[src/rtl/fetch_stage.sv]
// Instruction fetch stage: PC register, IF/ID pipeline register and a one-word
// skid buffer that parks a returned instruction while the pipeline is stalled.
module fetch_stage #(
  parameter logic [31:0] RESET_PC  = 32'h00000000,
  parameter logic [31:0] NOP_INSTR = 32'h00000000
) (
  input  logic        clk,
  input  logic        reset,
  input  logic        stall,
  input  logic        branch_taken,
  input  logic [31:0] branch_target,
  output logic        imem_req,
  output logic [31:0] imem_addr,
  input  logic        imem_ready,
  input  logic [31:0] imem_rdata,
  output logic [31:0] PC,
  output logic [31:0] IF_ID_instr,
  output logic [31:0] IF_ID_pc,
  output logic        IF_ID_valid
);

  typedef enum logic [0:0] {
    FETCH = 1'b0,
    HOLD  = 1'b1
  } state_t;

  state_t      state_r, state_nxt_s;
  logic [31:0] pc_r, pc_nxt_s;
  logic [31:0] instr_r, instr_nxt_s;
  logic [31:0] ipc_r, ipc_nxt_s;
  logic        valid_r, valid_nxt_s;
  logic [31:0] skid_r, skid_nxt_s;
  logic [31:0] pc_inc_s;

  // Low two bits are never set, so the wrap past 32'hFFFFFFFC falls out of 32-bit addition.
  assign pc_inc_s = pc_r + 32'd4;

  // FSM state register.
  always_ff @(posedge clk) begin
    if (reset) begin
      state_r <= FETCH;
    end else begin
      state_r <= state_nxt_s;
    end
  end

  // Next state and next datapath values; a redirect overrides any stall or pending word.
  always_comb begin
    state_nxt_s = state_r;
    pc_nxt_s    = pc_r;
    instr_nxt_s = instr_r;
    ipc_nxt_s   = ipc_r;
    valid_nxt_s = valid_r;
    skid_nxt_s  = skid_r;
    if (branch_taken) begin
      state_nxt_s = FETCH;
      pc_nxt_s    = {branch_target[31:2], 2'b00};
      instr_nxt_s = NOP_INSTR;
      ipc_nxt_s   = 32'h00000000;
      valid_nxt_s = 1'b0;
    end else begin
      case (state_r)
        FETCH: begin
          if (imem_ready) begin
            if (stall) begin
              skid_nxt_s  = imem_rdata;
              state_nxt_s = HOLD;
            end else begin
              instr_nxt_s = imem_rdata;
              ipc_nxt_s   = pc_r;
              valid_nxt_s = 1'b1;
              pc_nxt_s    = pc_inc_s;
            end
          end else if (!stall) begin
            instr_nxt_s = NOP_INSTR;
            valid_nxt_s = 1'b0;
          end else begin
            state_nxt_s = FETCH;
          end
        end
        HOLD: begin
          if (!stall) begin
            instr_nxt_s = skid_r;
            ipc_nxt_s   = pc_r;
            valid_nxt_s = 1'b1;
            pc_nxt_s    = pc_inc_s;
            state_nxt_s = FETCH;
          end else begin
            state_nxt_s = HOLD;
          end
        end
        default: begin
          state_nxt_s = FETCH;
        end
      endcase
    end
  end

  // Datapath registers: PC, IF/ID and skid buffer.
  always_ff @(posedge clk) begin
    if (reset) begin
      pc_r    <= RESET_PC;
      instr_r <= NOP_INSTR;
      ipc_r   <= 32'h00000000;
      valid_r <= 1'b0;
      skid_r  <= 32'h00000000;
    end else begin
      pc_r    <= pc_nxt_s;
      instr_r <= instr_nxt_s;
      ipc_r   <= ipc_nxt_s;
      valid_r <= valid_nxt_s;
      skid_r  <= skid_nxt_s;
    end
  end

  assign imem_req    = (state_r == FETCH) && !reset;
  assign imem_addr   = pc_r;
  assign PC          = pc_r;
  assign IF_ID_instr = instr_r;
  assign IF_ID_pc    = ipc_r;
  assign IF_ID_valid = valid_r;

endmodule

[config.mk]
export PLATFORM = sky130hd
export DESIGN_NAME = fetch_stage
export DESIGN_NICKNAME = d
export VERILOG_FILES = /design/src/rtl/fetch_stage.sv
export SDC_FILE = /design/constraint.sdc
export NUM_CORES = 1
export LEC_CHECK = 0
export ABC_AREA = 1
export BUFFER_PORTS_ARGS = -buffer_cell sky130_fd_sc_hd__buf_2
export CORE_AREA = 2 2 107 109
export DETAILED_ROUTE_END_ITERATION = 7
export DIE_AREA = 0 0 109 111
export PLACE_DENSITY = 0.85
export SLEW_MARGIN = 20
export SYNTH_ARGS = -nofsm -noshare
export SYNTH_HDL_FRONTEND = slang
export SYNTH_SLANG_ARGS = --single-unit
[constraint.sdc]
create_clock -name clk -period 2.44 [get_ports clk]
set_clock_uncertainty 0.2 [all_clocks]
set_input_delay 0.122 -clock clk [delete_from_list [all_inputs] [get_ports clk]]
set_output_delay 0.122 -clock clk [all_outputs]
set_load 0.03 [all_outputs]
Yosys cells after proc, flatten, opt, wreduce, memory -nomap -nowiden
Cells that the tools add are included.
- flip-flop bits (word level): 130
- input port bits: 69
- word-level logic and storage cells: 39
- output and inout bits: 130
- reductions and logical operators: 5
- multiplexer cells: 19
- $add $sub $neg: 1
- bitwise gates (word level): 2
- equality and inequality tests: 5
- operators with widths (kind ; count):
    32-bit 2-to-1 mux ; 9
    32-bit case mux with 2 select lines ; 3
    32-bit by 3-bit adder with 32-bit output (second input constant) ; 1
    2-bit inequality test (second input constant) ; 3
    3-bit inequality test (second input constant) ; 2
    1-bit 2-to-1 mux ; 5
    1-bit case mux with 2 select lines ; 2
    4-bit AND reduction ; 1
    1-bit inverter ; 2
    2-bit AND reduction ; 1
    2-bit OR reduction ; 1
    1-bit logical AND ; 1
    1-bit logical NOT ; 1

Logic depth before layout (Yosys ltp)
- depth in word-level cells: 5
- gate-level depth with buffers: 11
- gate-level depth less buffers: 10

Worst setup path after synthesis
No wires, ideal clock.
- kind: reg2reg
- start: register pc_r[3] (netlist: PC[3])
- end: register pc_r[26] (netlist: PC[26])
- period minus slack after synthesis: 1.944 ns
- path buffers: 0
- stages on the path, launching flop included: 9
- library setup time: 0.123 ns
- data arrival time: 1.620 ns
- path slack: 0.496 ns
- required time: 2.117 ns
- cell sequence: dfxtp_1 > ha_1 > nand3_1 > nor2_2 > nand2_2 > nor2_4 > nand2_1 > nor2_1 > o22ai_2
- cells in the longest elaborated chain, start to end: 5
- ends and longest elaborated chain (what ; RTL line ; source):
    from (decl) ; 28 ; logic [31:0] pc_r, pc_nxt_s;
    from (signal assigned) ; 108 ; pc_r <= pc_nxt_s;
    32-bit by 3-bit adder with 32-bit output (*) ; 36 ; assign pc_inc_s = pc_r + 32'd4;
    32-bit 2-to-1 mux (*) ; 65, 82 ;
    32-bit 2-to-1 mux ; 64 ; if (imem_ready) begin
    32-bit case mux with 2 select lines (*) ; 62 ; case (state_r)
    32-bit 2-to-1 mux (*) ; 55 ; if (branch_taken) begin
Mark *: on every way between the ends. The rest lies on a longest branch, timed or not. The select of a mux whose other input is x is not followed.
A chain may end at the register's enable or synchronous reset.

Final worst setup path
- start: input imem_ready
- end: register instr_r[20] (netlist: IF_ID_instr[20])
- cells in the longest elaborated chain, start to end: 2
- ends and longest elaborated chain (what ; RTL line ; source):
    from (decl) ; 14 ; input logic imem_ready,
    32-bit 2-to-1 mux ; 64 ;
    32-bit case mux with 2 select lines ; 62 ;
    to (signal assigned) ; 109 ; instr_r <= instr_nxt_s;
    to (decl) ; 29 ; logic [31:0] instr_r, instr_nxt_s;
Every way passes these cells.

==> results.yml <==
run_status:
  run_status: "complete, no violations"
worst_setup_path:
  critPathArrivalTime_ns: 2.18
  cpPeakStageDelay_ns: 0.54
  critical_path_class: "in2reg"
  critPathMostFrequentCell: "nor2_4"
  crit_chain: "dlygate4sd3_1 > buf_2 > nor2_4 > nor2_4 > nand2_2 > nor2_4 > inv_2 > o21ai_0"
  worst-path-max-fanout: 33
  rrSetupSlack_ns: 0.41
  reg2regPathDepth: 6
  crit_family: "buffers and inverters"
  critPathSlowestCell: "dlygate4sd3_1"
  start_kind: "input pin"
  rr_endpoint: "IF_ID_instr[20]"
  critPathRequiredTime_ns: 2.56
  crit_buf_inv: 3
  rr_startpoint: "state_r"
  crit_path_end_kind: "register"
cells_and_area:
  fillerInstances: 832
  seqCellArea_mm2: 0.00252
  multiInputGateArea_mm2: 0.00267
  area_growth_pct: 34.2
  final_layout_size_suffix_gt1_frac: 0.257
  final_nets: 1088
drt:
  wire_per_inst_um: 15.4
  totalWireLength_um: 18200
  num_vias: 6283
  drc: 0
  first_pass_iters: 6
  routed_via_density: 5.34
  postRouteAntennaNets: 0
  drt-initial-drc-count: 455
pwr:
  switching_share: 0.283
  clkPwrFrac: 0.461
  power_frac_comb: 0.143
  max-vdd-ir-drop_mv: 0.449
  p_switching_mw: 1.60
  p_leak_nw: 3.53
  p_int_mw: 4.06
  p_seq_frac: 0.396
  finalPower_mw: 5.66
  p_per_area_mw_per_mm2: 713
cts:
  cts_buffers: 17
  clk_pin_slew_worst_paths_ns: 0.06
  cts_sinks: 126
  cts_max_level: 4
  clockBufferDepth: 2
  cts_root_buf: "clkbuf_16"
  clk_latency_ns: 0.42
  cts_tree: "built"
grt:
  grt_pass1_vias: 5926
  grt_max_degree: 60
  grt.total_usage: 0.302
  grt.overflow.total: 0
  antenna_found_initial: 2
  grt_first_pass_wirelength_um: 28600
synthesis:
  yosysSeqAreaShare: 0.426
  synthesis.area_mm2: 0.00592
  ys_ff_latch: 126
  yosys_warnings: 0
  syn_area_per_cell_um2: 7.30
  ys_types: 41
  syn_inst: 810
sta:
  hold_viol: 0
  rsz0062_at_grt: "false"
  tns_ns: 0
  finalMaxSlewViolations: 0
  period_needed_ns: 2.06
  slew_headroom: 0.531
  fmaxAchievable_mhz: 485
  finalCritPeriodShare: 0.846
  tightest_slew_ns: 0.702
  setup_violations: 0
floorplanning:
  die_area_mm2: 0.0121
  die_w_um: 109
  initial_utilization: 0.534
  num_io_pins: 199
  num_rows: 39
  die_y_um: 111
  core_area_mm2: 0.0111
worst_hold_path:
  hold_class: "in2reg"
  hold_depth: 3
  hold_path_end: "PC[5]"
  min-delay-start: "reset"
placement:
  io_buffers: 190
  gp_congestion: 0.881
  place_hpwl_um: 11500
flow_run:
  drv_cap: 0
cells by family (layout without fill, tap and decap cells):
logic type	Yosys count	after routing	synth area share
other	1	8	0.000634
XOR/XNOR	10	10	0.0148
adder cells (fa/ha/maj)	1	1	0.00211
AO/OA/AOI/OAI	208	208	0.194
buffers and inverters	148	364	0.127
flip-flops	126	126	0.426
AND/OR/NAND/NOR	316	316	0.235
power by group through the flow:
stage,combinational [mW],sequential (mW),clock [mW]
final,0.809,2.24,2.61
after global routing,0.873,2.25,2.73
after CTS,0.797,2.24,2.63
after detailed placement,0.711,2.28,0
after global placement,0.703,2.28,0
after floorplan,0.420,2.38,0
how the worst max path moves through the flow:
stage,start,endpoint,slack [ns],cells past startpoint
final,imem_ready,IF_ID_instr[20],0.38,8
after global routing,imem_ready,IF_ID_instr[20],0.23,8
after CTS,PC[3],PC[26],0.48,8
after detailed placement,PC[3],PC[26],0.49,8
after global placement,PC[3],PC[20],0.54,10
after floorplan,PC[3],PC[26],0.50,8
tightest hold or removal path, stage by stage:
cell and delay, ns:
buf_2 0.16, buf_4 0.23, nor2_1 0.11
per-stage QoR:
| stage | std cells | cell area (um^2) | utilization | hold slack (ns) | setup WS (ns) |
|---|---|---|---|---|---|
| final | 1176 | 7940 | 0.716 | 0.0384 | 0.376 |
| after global routing | 1176 | 7940 | 0.716 | 0.0408 | 0.226 |
| after CTS | 1174 | 7930 | 0.716 | 0.0207 | 0.481 |
| after detailed placement | 1077 | 6670 | 0.602 | 0.195 | 0.489 |
| after global placement | 1077 | 6670 | 0.602 | 0.190 | 0.540 |
| after floorplan | 815 | 5930 | - | 0.0599 | 0.496 |
cell usage after synthesis:
| master | n | share of area |
|---|---|---|
| inv_1 | 61 | 0.039 |
| a22oi_1 | 8 | 0.010 |
| a31oi_1 | 4 | 0.0042 |
| a211oi_2 | 6 | 0.013 |
| nor2_2 | 5 | 0.0053 |
| nand3_1 | 58 | 0.049 |
| a21boi_0 | 1 | 0.0013 |
| dfxtp_1 | 126 | 0.43 |
| o31ai_1 | 3 | 0.0038 |
| inv_2 | 4 | 0.0025 |
| o22ai_2 | 1 | 0.0021 |
| conb_1 | 1 | 0.00063 |
| nor2_4 | 7 | 0.013 |
| buf_6 | 3 | 0.0057 |
| nor3_1 | 2 | 0.0017 |
| a22o_1 | 1 | 0.0015 |
| clkbuf_1 | 20 | 0.013 |
| buf_2 | 18 | 0.015 |
| clkbuf_2 | 1 | 0.00085 |
| xnor2_1 | 3 | 0.0044 |
| a211oi_1 | 2 | 0.0025 |
| xor2_1 | 7 | 0.010 |
| nor2_8 | 1 | 0.0034 |
| o21bai_1 | 1 | 0.0013 |
| a21oi_1 | 52 | 0.044 |
| nand4_2 | 1 | 0.0021 |
| o31ai_2 | 1 | 0.0021 |
| ha_1 | 1 | 0.0021 |
| and3_1 | 1 | 0.0011 |
| buf_4 | 40 | 0.051 |
| buf_1 | 1 | 0.00063 |
| o21ai_1 | 14 | 0.012 |
| nor2_1 | 91 | 0.058 |
| nand2_1 | 139 | 0.088 |
| o22ai_1 | 1 | 0.0011 |
| o21ai_0 | 113 | 0.096 |
| and2_1 | 1 | 0.0011 |
| nor3_2 | 1 | 0.0017 |
| nand4_1 | 3 | 0.0032 |
| nand2_2 | 3 | 0.0032 |
| nand3b_1 | 3 | 0.0038 |
final cells by class:
| type | instances | share of cell area |
|---|---|---|
| inverters | 65 | 0.0307 |
| clock inverters | 14 | 0.0232 |
| flip-flops and latches | 126 | 0.318 |
| diodes | 2 | 0.000631 |
| multi-input cells | 541 | 0.336 |
| well taps | 143 | 0.0225 |
| clock buffers | 18 | 0.0541 |
| repair buffers | 267 | 0.215 |
repair_timing:
| item | 4_1_cts | 5_1_grt |
|---|---|---|
| setup buffers | 0 | 0 |
| setup endpoints to repair | 0 | 0 |
| hold buffers | 65 | 0 |
| resized for setup | 0 | 0 |
| hold endpoints to repair | 95 | 0 |
per-layer routing:
metal  wire length, um  GRT usage  share of wire  vias up
met1              6910      0.351           0.38     2876
met5                 0          0              0        -
li1                  -          -              -     3044
met3              1530     0.0682          0.084       53
met2              9130      0.519           0.50      310
met4               588      0.142          0.032        0
flip-flops by register name, indices dropped and copies added (netlist names):
register     flops
IF_ID_instr     32
IF_ID_valid      1
IF_ID_pc        30
skid_r          32
state_r          1
PC              30
layout by cell type, fill, tap and decap left out, drive strengths merged, types with 3 or more instances in the layout:
cell	n
a22oi	8
inv	69
dfxtp	126
a21oi	52
a211oi	8
nand2	142
xnor2	3
nand3	58
a31oi	4
nand3b	3
nand4	4
o21ai	127
conb	6
buf	202
xor2	7
dlygate4sd3	65
clkinv	5
nor2	104
nor3	3
o31ai	4
bufinv	3
clkbuf	18
No activity file was read; power rests on OpenSTA's default activity.
